File: config.mk
export PLATFORM = sky130hd
export DESIGN_NAME = jk_pair_exerciser
export DESIGN_NICKNAME = d
export VERILOG_FILES = /design/src/rtl/jk_pair_exerciser.sv
export SDC_FILE = /design/constraint.sdc
export NUM_CORES = 1
export LEC_CHECK = 0
export CAP_MARGIN = 20
export CORE_MARGIN = 2
export CORE_UTILIZATION = 53
export DETAILED_ROUTE_END_ITERATION = 6
export GPL_TIMING_DRIVEN = 0
export PLACE_DENSITY = 0.85
export SYNTH_ARGS = -nofsm -noshare
export SYNTH_HDL_FRONTEND = slang
export SYNTH_SLANG_ARGS = --single-unit
export TNS_END_PERCENT = 5
File: constraint.sdc
create_clock -name Clk -period 2.6 [get_ports Clk]
set_input_delay 0.65 -clock Clk [delete_from_list [all_inputs] [get_ports Clk]]
set_output_delay 0.65 -clock Clk [all_outputs]
set_load 0.01 [all_outputs]
File: src/rtl/jk_pair_exerciser.sv
// Stimulus/response engine for a dual negative-edge JK flop pair with async preset/clear.
// Optional build macro JK_EXERCISER_STOP_ON_FAIL_EN ends the run at the first mismatching vector.
`timescale 1ns/1ps
module jk_pair_exerciser #(
    parameter int          NUM_VECTORS = 20,
    parameter logic [15:0] LFSR_SEED   = 16'hACE1,
    parameter int          ERR_W       = 8
) (
    input  logic             Clk,
    input  logic             Reset,
    input  logic             Start,
    output logic             Dut_Clk,
    output logic             S1_N,
    output logic             R1_N,
    output logic             J1,
    output logic             K1,
    output logic             S2_N,
    output logic             R2_N,
    output logic             J2,
    output logic             K2,
    input  logic             Q1,
    input  logic             Q1_N,
    input  logic             Q2,
    input  logic             Q2_N,
    output logic             Busy,
    output logic             Done,
    output logic             Pass,
    output logic [ERR_W-1:0] Err_Count,
    output logic [15:0]      Vec_Count
);

    // Drive vector layout: {S1_N, R1_N, J1, K1, S2_N, R2_N, J2, K2}
    localparam logic [7:0] DRV_IDLE = 8'b1100_1100;

    typedef enum logic [2:0] {
        ST_IDLE,
        ST_SETUP,
        ST_EDGE,
        ST_SETTLE,
        ST_CHECK,
        ST_DONE
    } state_t;

    state_t           r_state;
    state_t           w_state_nxt;
    logic [15:0]      r_lfsr;
    logic [15:0]      r_vec;
    logic [7:0]       r_drv;
    logic             r_dut_clk;
    logic             r_busy;
    logic             r_done;
    logic             r_pass;
    logic             r_gq1;
    logic             r_gq2;
    logic [ERR_W-1:0] r_err;

    logic [15:0]      w_lfsr_shift;
    logic [15:0]      w_vec_inc;
    logic [1:0]       w_exp1;
    logic [1:0]       w_exp2;
    logic             w_mismatch;
    logic             w_end;
    logic [ERR_W-1:0] w_err_nxt;

    function automatic logic [7:0] drive_of(input logic [15:0] v);
        return {|v[5:4], |v[7:6], v[0], v[1], |v[9:8], |v[11:10], v[2], v[3]};
    endfunction

    function automatic logic jk_next(input logic q, input logic j, input logic k);
        case ({j, k})
            2'b01:   return 1'b0;
            2'b10:   return 1'b1;
            2'b11:   return ~q;
            default: return q;
        endcase
    endfunction

    // Expected {Q, Q_N}; both async inputs low drives both outputs high.
    function automatic logic [1:0] expect_q(input logic s_n, input logic r_n, input logic gq);
        case ({s_n, r_n})
            2'b01:   return 2'b10;
            2'b10:   return 2'b01;
            2'b00:   return 2'b11;
            default: return {gq, ~gq};
        endcase
    endfunction

    function automatic logic async_q(input logic s_n, input logic r_n, input logic gq);
        case ({s_n, r_n})
            2'b01:   return 1'b1;
            2'b10:   return 1'b0;
            default: return gq;
        endcase
    endfunction

    always_comb begin
        w_lfsr_shift = {r_lfsr[0] ^ r_lfsr[2] ^ r_lfsr[3] ^ r_lfsr[5], r_lfsr[15:1]};
        w_vec_inc    = r_vec + 16'd1;
        w_exp1       = expect_q(r_drv[7], r_drv[6], r_gq1);
        w_exp2       = expect_q(r_drv[3], r_drv[2], r_gq2);
        w_mismatch   = ({Q1, Q1_N} != w_exp1) || ({Q2, Q2_N} != w_exp2);
        w_err_nxt    = (w_mismatch && (r_err != '1)) ? r_err + 1'b1 : r_err;
`ifdef JK_EXERCISER_STOP_ON_FAIL_EN
        w_end        = (w_vec_inc == 16'(NUM_VECTORS)) || w_mismatch;
`else
        w_end        = (w_vec_inc == 16'(NUM_VECTORS));
`endif
        w_state_nxt  = r_state;
        case (r_state)
            ST_IDLE:   if (Start) w_state_nxt = ST_SETUP;
            ST_SETUP:  w_state_nxt = ST_EDGE;
            ST_EDGE:   w_state_nxt = ST_SETTLE;
            ST_SETTLE: w_state_nxt = ST_CHECK;
            ST_CHECK:  w_state_nxt = w_end ? ST_DONE : ST_SETUP;
            ST_DONE:   w_state_nxt = ST_IDLE;
            default:   w_state_nxt = ST_IDLE;
        endcase
    end

    always_ff @(posedge Clk) begin
        if (Reset) r_state <= ST_IDLE;
        else       r_state <= w_state_nxt;
    end

    always_ff @(posedge Clk) begin
        if (Reset) begin
            r_lfsr    <= LFSR_SEED;
            r_vec     <= '0;
            r_drv     <= DRV_IDLE;
            r_dut_clk <= 1'b1;
            r_busy    <= 1'b0;
            r_done    <= 1'b0;
            r_pass    <= 1'b0;
            r_gq1     <= 1'b0;
            r_gq2     <= 1'b0;
            r_err     <= '0;
        end else begin
            case (r_state)
                ST_IDLE: begin
                    if (Start) begin
                        r_lfsr    <= LFSR_SEED;
                        r_vec     <= '0;
                        r_err     <= '0;
                        r_done    <= 1'b0;
                        r_pass    <= 1'b0;
                        r_busy    <= 1'b1;
                        r_drv     <= drive_of(LFSR_SEED);
                        r_dut_clk <= 1'b1;
                    end
                end
                ST_SETUP:  r_dut_clk <= 1'b0;
                ST_EDGE: begin
                    // The DUT saw its falling edge on entry; clocked update only with presets released
                    if (r_drv[7] && r_drv[6]) r_gq1 <= jk_next(r_gq1, r_drv[5], r_drv[4]);
                    if (r_drv[3] && r_drv[2]) r_gq2 <= jk_next(r_gq2, r_drv[1], r_drv[0]);
                end
                ST_SETTLE: r_dut_clk <= 1'b1;
                ST_CHECK: begin
                    r_vec <= w_vec_inc;
                    r_err <= w_err_nxt;
                    r_gq1 <= async_q(r_drv[7], r_drv[6], r_gq1);
                    r_gq2 <= async_q(r_drv[3], r_drv[2], r_gq2);
                    if (w_end) begin
                        r_busy <= 1'b0;
                        r_done <= 1'b1;
                        r_pass <= (w_err_nxt == '0);
                        r_drv  <= DRV_IDLE;
                    end else begin
                        r_lfsr <= w_lfsr_shift;
                        r_drv  <= drive_of(w_lfsr_shift);
                    end
                end
                default: ;
            endcase
        end
    end

    assign Dut_Clk   = r_dut_clk;
    assign {S1_N, R1_N, J1, K1, S2_N, R2_N, J2, K2} = r_drv;
    assign Busy      = r_busy;
    assign Done      = r_done;
    assign Pass      = r_pass;
    assign Err_Count = r_err;
    assign Vec_Count = r_vec;

endmodule

==> After elaboration in Yosys (flattened, before gate mapping) <==
Cells that the tools add are included.
{ "classes": {"n_addsub": 2, "n_bitwise": 5, "n_reduce_logical": 21, "n_eq_ne": 27, "muxes": 33} }
{ "op_table": {"columns": ["op", "count"], "rows": [
  ["$pmux W16 S2", 2],
  ["$mux W16", 3],
  ["$mux W8", 4],
  ["$pmux W8 S2", 2],
  ["$add A16 B1 Y16 const B", 1],
  ["$eq A16 B5 Y1 const B", 1],
  ["$pmux W3 S5", 1],
  ["$pmux W1 S2", 7],
  ["$eq A2 B2 Y1 const B", 6],
  ["$pmux W2 S3", 2],
  ["$ne A2 B2 Y1 const B", 5],
  ["$pmux W1 S3", 3],
  ["$add A8 B1 Y8 const B", 1],
  ["$eq A2 B1 Y1 const B", 4],
  ["$logic_not A8 Y1", 1],
  ["$ne A4 B1 Y1 const B", 2],
  ["$ne A8 B8 Y1 const B", 1],
  ["$reduce_and A4 Y1", 2],
  ["$reduce_or A2 Y1", 4],
  ["$mux W1", 7],
  ["$eq A3 B2 Y1 const B", 2],
  ["$mux W3", 2],
  ["$ne A3 B1 Y1 const B", 2],
  ["$reduce_and A3 Y1", 2],
  ["12 further kinds", 21]
]} }
{ "word_totals": {"output_inout_bits": 36, "input_bits": 7, "elab_cells": 99, "reg_bits": 57} }

==> Logic depth before layout (Yosys ltp) <==
Gate-level depths: netlist (run 1).
{ "depth": {"word_depth": 9, "depth_mapped": 11, "ltp_nobuf": 8} }

==> Least setup slack after synthesis (run 1) <==
OpenSTA, ideal clock, no wires.
{ "synth_path": {"path_type": "reg-to-reg", "from": "register r_vec[0] (netlist: Vec_Count[0])", "to": "register r_lfsr[1]", "synth_period_minus_slack_ps": 2209, "stages_incl_launch_ff": 12, "required_ps": 2513, "arrival_time_ps": 2122, "slack_ps": 391, "setup_time_ps": 87, "n_path_buf": 3, "cell_sequence": "dfxtp_1 ha_1 nand3_1 buf_2 nor4_4 xnor2_1 nand4b_1 o21ai_2 buf_6 buf_12 nand3_1 o31ai_1"} }
{ "synth_via": {"elab_chain_cells": 4} }
{ "synth_rtl": {"columns": ["item", "line", "rtl"], "rows": [
  ["start, declared", "47", "logic [15:0] r_vec;"],
  ["start signal, assigned", "159", "r_vec <= w_vec_inc;"],
  ["$add A16 B1 Y16", "98", "w_vec_inc = r_vec + 16'd1;"],
  ["$eq A16 B5 Y1", "106", "w_end = (w_vec_inc == 16'(NUM_VECTORS));"],
  ["$ne A2 B2 Y1 (no line)", null, null],
  ["$reduce_and A3 Y1 (no line)", null, null],
  ["end signal, assigned", "169", "r_lfsr <= w_lfsr_shift;"],
  ["end, declared", "46", "logic [15:0] r_lfsr;"]
]} }
Every way passes these cells.
A chain may end at the register's enable or synchronous reset.

==> Worst setup path after layout (run 1) <==
{ "layout_path": {"from": "register r_vec[9] (netlist: Vec_Count[9])", "to": "register r_lfsr[2]"} }
Same word-level chain as after synthesis.

==> results.json, run 1 <==
{
  "start_util_pct": 55.8,
  "tightest_slew_ns": 0.660,
  "antenna_found_initial": 0,
  "wl_per_cell_um": 17.2,
  "die_h_um": 80.8,
  "avgViaCountPerCell": 6.24,
  "required_ns": 2.85,
  "maxCapViolCount": 0,
  "rsz0062_at_grt": "yes",
  "grt_overflow": 0,
  "rows": 27,
  "area_growth_pct": 25.7,
  "min_period_over_period_pct": 97.9,
  "p_leak_nw": 1.36,
  "insertion_delay_ns": 0.35,
  "drt-pass1-iter-count": 5,
  "cts_buffers": 9,
  "first_global_vias": 3083,
  "gp_congestion": 0.894,
  "path_clk_slew_ns": 0.07,
  "ys_seq_elements": 57,
  "cts_tree": "done",
  "slew_headroom_pct": 56.0,
  "synth.top_cell.area_share_pct": 36.5,
  "vias": 3269,
  "drc_errors": 0,
  "min_period_ns": 2.54,
  "slowest_stage": "nor4_4",
  "drt_iter0_drc": 362,
  "yosysUniqueCellTypes": 59,
  "min_path_type": "reg -> reg",
  "avgSynthCellArea_um2": 7.92,
  "crit_path_end_kind": "register",
  "hold_violations": 0,
  "die_area_mm2": 0.00654,
  "status": "completed",
  "power_w": 0.00214,
  "grt_pass1_wl_um": 14800,
  "synth_flop_cell": "dfxtp_1",
  "final-max-slew-violation-count": 0,
  "path_cells": "clkbuf_1, nand4_1, nor4_4, xnor2_1, nand4b_1, o21ai_2, buf_6, buf_12, nand3_1, o31ai_1",
  "hpwl_um": 6030,
  "num_antenna_cells": 0,
  "grtUsageTotal_pct": 29.7,
  "cts-root-buf": "clkbuf_8",
  "synth_edf_count": 0,
  "coreArea_mm2": 0.00561,
  "crit_type": "reg -> reg",
  "drt_wl_total_um": 9010,
  "async_flop_share_pct": 0,
  "syn-num-nets": 404,
  "finClkSkew_ns": 0.00780,
  "synth_top_cell_by_area": "dfxtp_1",
  "syn_inst": 395,
  "yosys-top-cells-area": "dfxtp_1 36%, nor2_1 6.2%, a21oi_1 5.0%",
  "crit_path_max_fanout": 10,
  "drive_above_1_share_pct": 13.3,
  "fmaxAchievable_mhz": 393,
  "p_per_area_mw_per_mm2": 543,
  "htree_num_levels": 3,
  "critPathTopFamily": "simple AND/OR/NAND/NOR gates",
  "yosysWarnings": 0,
  "clock-sinks": 57,
  "dp_slack_ns": -0.334,
  "cpPeakStageDelay_ns": 0.40,
  "vdd_drop_max_mv": 0.323,
  "setup_slack_ns": 0.0552,
  "clockBufferDepth": 2,
  "ys_seq_area_share_pct": 36.5,
  "ant_nets": 0,
  "grt_max_degree": 11,
  "ios": 43,
  "fp.dieW_um": 80.8,
  "setup_viol": 0,
  "start_kind": "register",
  "layout.nets": 456,
  "portBuffers": 41,
  "cp.arrival_ns": 2.80,
  "synth_area_mm2": 0.00313,
  "crit_buf_inv": 3
}
-- timing repair --
item                       4_1_cts  5_1_grt
pin swaps                        0        3
buffers inserted                 0        1
setup endpoints to repair        5       37
resized for setup                1       17
hold buffers                     0        0
-- routing by layer --
layer	wire (um)	GRT usage [%]	up-vias
li1	-	-	1547
met1	3970	40.6	1542
met2	4140	44.9	164
met3	773	7.22	16
met4	129	12.4	0
met5	0	0	-
-- Yosys cell counts (all sizes together) (6+ instances only) --
cell type  count
xnor2          6
buf           11
a21oi         37
a311oi         7
nand2         28
dfxtp         57
nor3          24
nand4          8
clkbuf        21
a211oi         6
nand3         19
nand2b        10
o21ai         25
inv           11
nor2          53
-- metrics by stage --
stage,cell area (um2),cells,utilization [%],hold WS [ns],setup TNS [ns]
after CTS,3880,524,69.2,0.471,0
after floorplan,3130,395,-,0.450,0
after global placement,3630,508,64.7,0.445,-3.88
after detailed placement,3630,508,64.7,0.461,-5.30
after global routing,3930,524,70.1,0.499,-0.141
final,3930,524,70.1,0.469,0
-- state kept, by name (all words and copies together), names as in the netlist --
signal	cells
r_state	3
Done	1
r_lfsr	16
Err_Count	8
Busy	1
Pass	1
Dut_Clk	1
Vec_Count	16
r_gq2	1
r_drv	8
r_gq1	1
-- cell type report --
cell class / instances / area [um2]
Tap cell: 72 / 90.1
Timing Repair Buffer: 42 / 418
Clock buffer: 10 / 138
Multi-Input combinational cell: 295 / 1820
Sequential cell: 57 / 1140
Clock inverter: 6 / 105
Buffer: 31 / 180
Inverter: 11 / 41.3
Fill cell: 458 / 1680
-- placed cells by master, fill, tap and decap left out, drive strengths merged, types with 7 or more instances in the layout --
master / instances
o21ai: 25
nand4: 8
a21oi: 37
nand2b: 10
buf: 11
inv: 11
nor2: 53
clkdlybuf4s50: 41
a311oi: 7
dfxtp: 57
nand3: 19
clkbuf: 31
nand2: 28
nor3: 24
-- worst register-to-register path, stage by stage (launching register included) --
cell,delay [ns]
dfxtp_1,0.33
clkbuf_1,0.31
nand4_1,0.30
nor4_4,0.41
xnor2_1,0.17
nand4b_1,0.20
o21ai_2,0.22
buf_6,0.19
buf_12,0.15
nand3_1,0.09
o31ai_1,0.09
-- report_power, final --
| group | internal, W | switching [W] | total, W |
|---|---|---|---|
| sequential | 0.000887 | 0.0000125 | 0.000900 |
| clock | 0.000657 | 0.000372 | 0.00103 |
| combinational | 0.0000720 | 0.000134 | 0.000206 |
-- path summary, 6_finish.rpt --
kind | from | endpoint | slack [ns] | depth (start not counted)
min reg2reg | Done | Done | 0.47 | 2
max | Vec_Count[9] | r_lfsr[2] | 0.06 | 10
min | Done | Done | 0.47 | 2
max reg2reg | Vec_Count[9] | r_lfsr[2] | 0.06 | 10
-- kinds of logic after synthesis --
logic type / Yosys count / share of synthesized area [%]
AND/OR/NAND/NOR: 169 / 27.5
XOR/XNOR: 9 / 2.52
adder cells (fa/ha/maj): 2 / 0.800
flip-flops: 57 / 36.5
buffers and inverters: 43 / 7.04
multiplexers: 4 / 1.28
AO/OA/AOI/OAI: 111 / 24.4
Note: power is estimated with default switching activity, not from simulation.
==> run 2: changes to the inputs <==
--- a/config.mk
+++ b/config.mk
@@ -6,6 +6,7 @@
 export NUM_CORES = 1
 export LEC_CHECK = 0
 export CAP_MARGIN = 20
+export CORE_ASPECT_RATIO = 0.7
 export CORE_MARGIN = 2
 export CORE_UTILIZATION = 53
 export DETAILED_ROUTE_END_ITERATION = 6
==> run 2 against run 1 <==
Worst hold slack gained 0.0053 ns. Clock-buffer cell count stayed put. Critical path depth unchanged. Critical endpoint is now r_lfsr[4]. Largest power group is now sequential cells.
==> results.json, run 2 (synthesis gave the netlist of run 1 again) <==
{
  "holdBufCountCts": 0,
  "grtUsageTotal_pct": 28.7,
  "grt_use_met2_pct": 41.3,
  "antenna_found_initial": 0,
  "post-route-util_pct": 66.7,
  "setup_viol": 0,
  "vdd_drop_max_mv": 0.406,
  "placed_cells": 511,
  "die_h_um": 68.3,
  "ant_nets": 0,
  "drive_above_1_share_pct": 11.3,
  "hold_violations": 0,
  "grt_pass1_wl_um": 14100,
  "start_util_pct": 54.6,
  "pwr-share-comb_pct": 11.2,
  "place_area_mm2": 0.00363,
  "final_area_mm2": 0.00382,
  "tns_ns": 0,
  "first_global_vias": 2889,
  "area_growth_pct": 22.2,
  "grt_overflow": 0,
  "cp.arrival_ns": 2.85,
  "power_frac_clock_pct": 38.6,
  "clock-sinks": 57,
  "gp_congestion": 0.916,
  "grt_max_degree": 11,
  "die_area_mm2": 0.00654,
  "reg2reg_setup_slack_ns": 0.01,
  "drt_iter0_drc": 358,
  "finClkSkew_ns": 0.0116,
  "cts_buffers": 9,
  "min_period_over_period_pct": 99.5,
  "min_path_type": "reg -> reg",
  "fmaxAchievable_mhz": 386,
  "status": "completed",
  "drt-pass1-iter-count": 5,
  "crit_end": "r_lfsr[4]",
  "layout.nets": 456,
  "tightest_slew_ns": 0.597,
  "dp_slack_ns": -0.416,
  "cts-root-buf": "clkbuf_8",
  "htree_num_levels": 3,
  "slew_headroom_pct": 60.2,
  "busiest_layer": "met2",
  "path_clk_slew_ns": 0.07,
  "rows": 23,
  "ios": 43,
  "final_common_cell": "dfxtp_1",
  "crit_path_max_fanout": 10,
  "seqPwrFrac_pct": 50.1,
  "rsz0062_at_grt": "yes",
  "r2r_end": "r_lfsr[4]",
  "fill_cells": 471,
  "maxCapViolCount": 0,
  "wl_per_cell_um": 17.2,
  "internal_power_w": 0.00130,
  "num_antenna_cells": 0,
  "finalNonFillerCells": 527,
  "p_per_area_mw_per_mm2": 470,
  "startpoint": "Vec_Count[1]",
  "final-max-slew-violation-count": 0,
  "coreArea_mm2": 0.00573,
  "clockBufferDepth": 2,
  "required_ns": 2.87,
  "sw_frac_of_total_pct": 27.8,
  "drc_errors": 0,
  "crit_path_end_kind": "register",
  "start_kind": "register",
  "drt_wl_total_um": 9050,
  "portBuffers": 41,
  "met1_usage_pct": 39.7,
  "regToRegStartpoint": "Vec_Count[1]",
  "vias": 3274,
  "p_leak_nw": 1.30,
  "avgViaCountPerCell": 6.21,
  "cts_tree": "done",
  "post-cts-setup-buffer-count": 0,
  "hpwl_um": 6200,
  "p_switching_w": 0.000500,
  "min_period_ns": 2.59,
  "setup_slack_ns": 0.0126,
  "crit_type": "reg -> reg",
  "met3_usage_pct": 10.0,
  "insertion_delay_ns": 0.34,
  "rr_worst_depth": 10,
  "fp.dieW_um": 95.8,
  "final_cell_mix": "56 x dfxtp_1, 52 x nor2_1, 41 x clkdlybuf4s50_1, 29 x a21oi_1, 28 x nand2_1"
}
## run 2: cell count changes in the layout (fill, tap and decap cells not counted), moves of 2 or more
cell	previous run	this run
bufinv_16	3	0
clkbuf_1	17	20
clkinvlp_4	0	2
dfxtp_1	54	56
dfxtp_2	3	1
## run 2: worst max-delay path, stage by stage (launching register included)
cell	delay, ns
dfxtp_1	0.40
ha_2	0.26
nand3_1	0.14
or3_4	0.43
a211oi_1	0.32
nand4b_1	0.22
o21ai_2	0.22
buf_6	0.19
buf_8	0.15
nand3_1	0.10
o21ai_2	0.08
## run 2: how the worst min path moves through the flow
| stage | startpoint | end | slack [ns] | cells after the start |
|---|---|---|---|---|
| final | Done | Done | 0.47 | 2 |
| after global routing | r_lfsr[14] | r_lfsr[14] | 0.50 | 2 |
| after CTS | Done | Done | 0.48 | 2 |
| after detailed placement | Done | Done | 0.46 | 2 |
| after global placement | Done | Done | 0.45 | 2 |
| after floorplan | r_lfsr[4] | r_lfsr[3] | 0.45 | 2 |
## run 2: per-layer routing
metal	up-vias	wire length, um
met5	-	0
met4	0	183
met3	25	904
met2	171	3930
met1	1536	4040
li1	1542	-
## run 2: power groups by stage
stage | logic [W] | registers [W] | clock network [W]
6_report | 0.000201 | 0.000901 | 0.000694
5_1_grt | 0.000220 | 0.000902 | 0.000744
4_1_cts | 0.000193 | 0.000900 | 0.000704
3_5_place_dp | 0.000191 | 0.000920 | 0
3_3_place_gp | 0.000185 | 0.000919 | 0
2_1_floorplan | 0.000121 | 0.000920 | 0
## run 2: layout make-up
cell class	instances	area (um2)	share of cell area, %
Multi-Input combinational cell	295	1790	46.9
Sequential cell	57	1140	29.9
Timing Repair Buffer	41	410	10.7
Buffer	32	180	4.71
Clock buffer	10	128	3.34
Tap cell	75	93.8	2.45
Inverter	11	41.3	1.08
Clock inverter	6	35.0	0.917
## run 2: repair_timing
| action | in CTS | in global routing |
|---|---|---|
| resized for setup | 1 | 7 |
| pin swaps | 0 | 1 |
| endpoints found under the setup margin | 7 | 31 |
## run 2: per-stage QoR
stage          hold slack, ns  total power (W)
3_5_place_dp            0.461          0.00111
6_report                0.474          0.00180
2_1_floorplan           0.450          0.00104
3_3_place_gp            0.448          0.00110
5_1_grt                 0.504          0.00187
4_1_cts                 0.477          0.00180
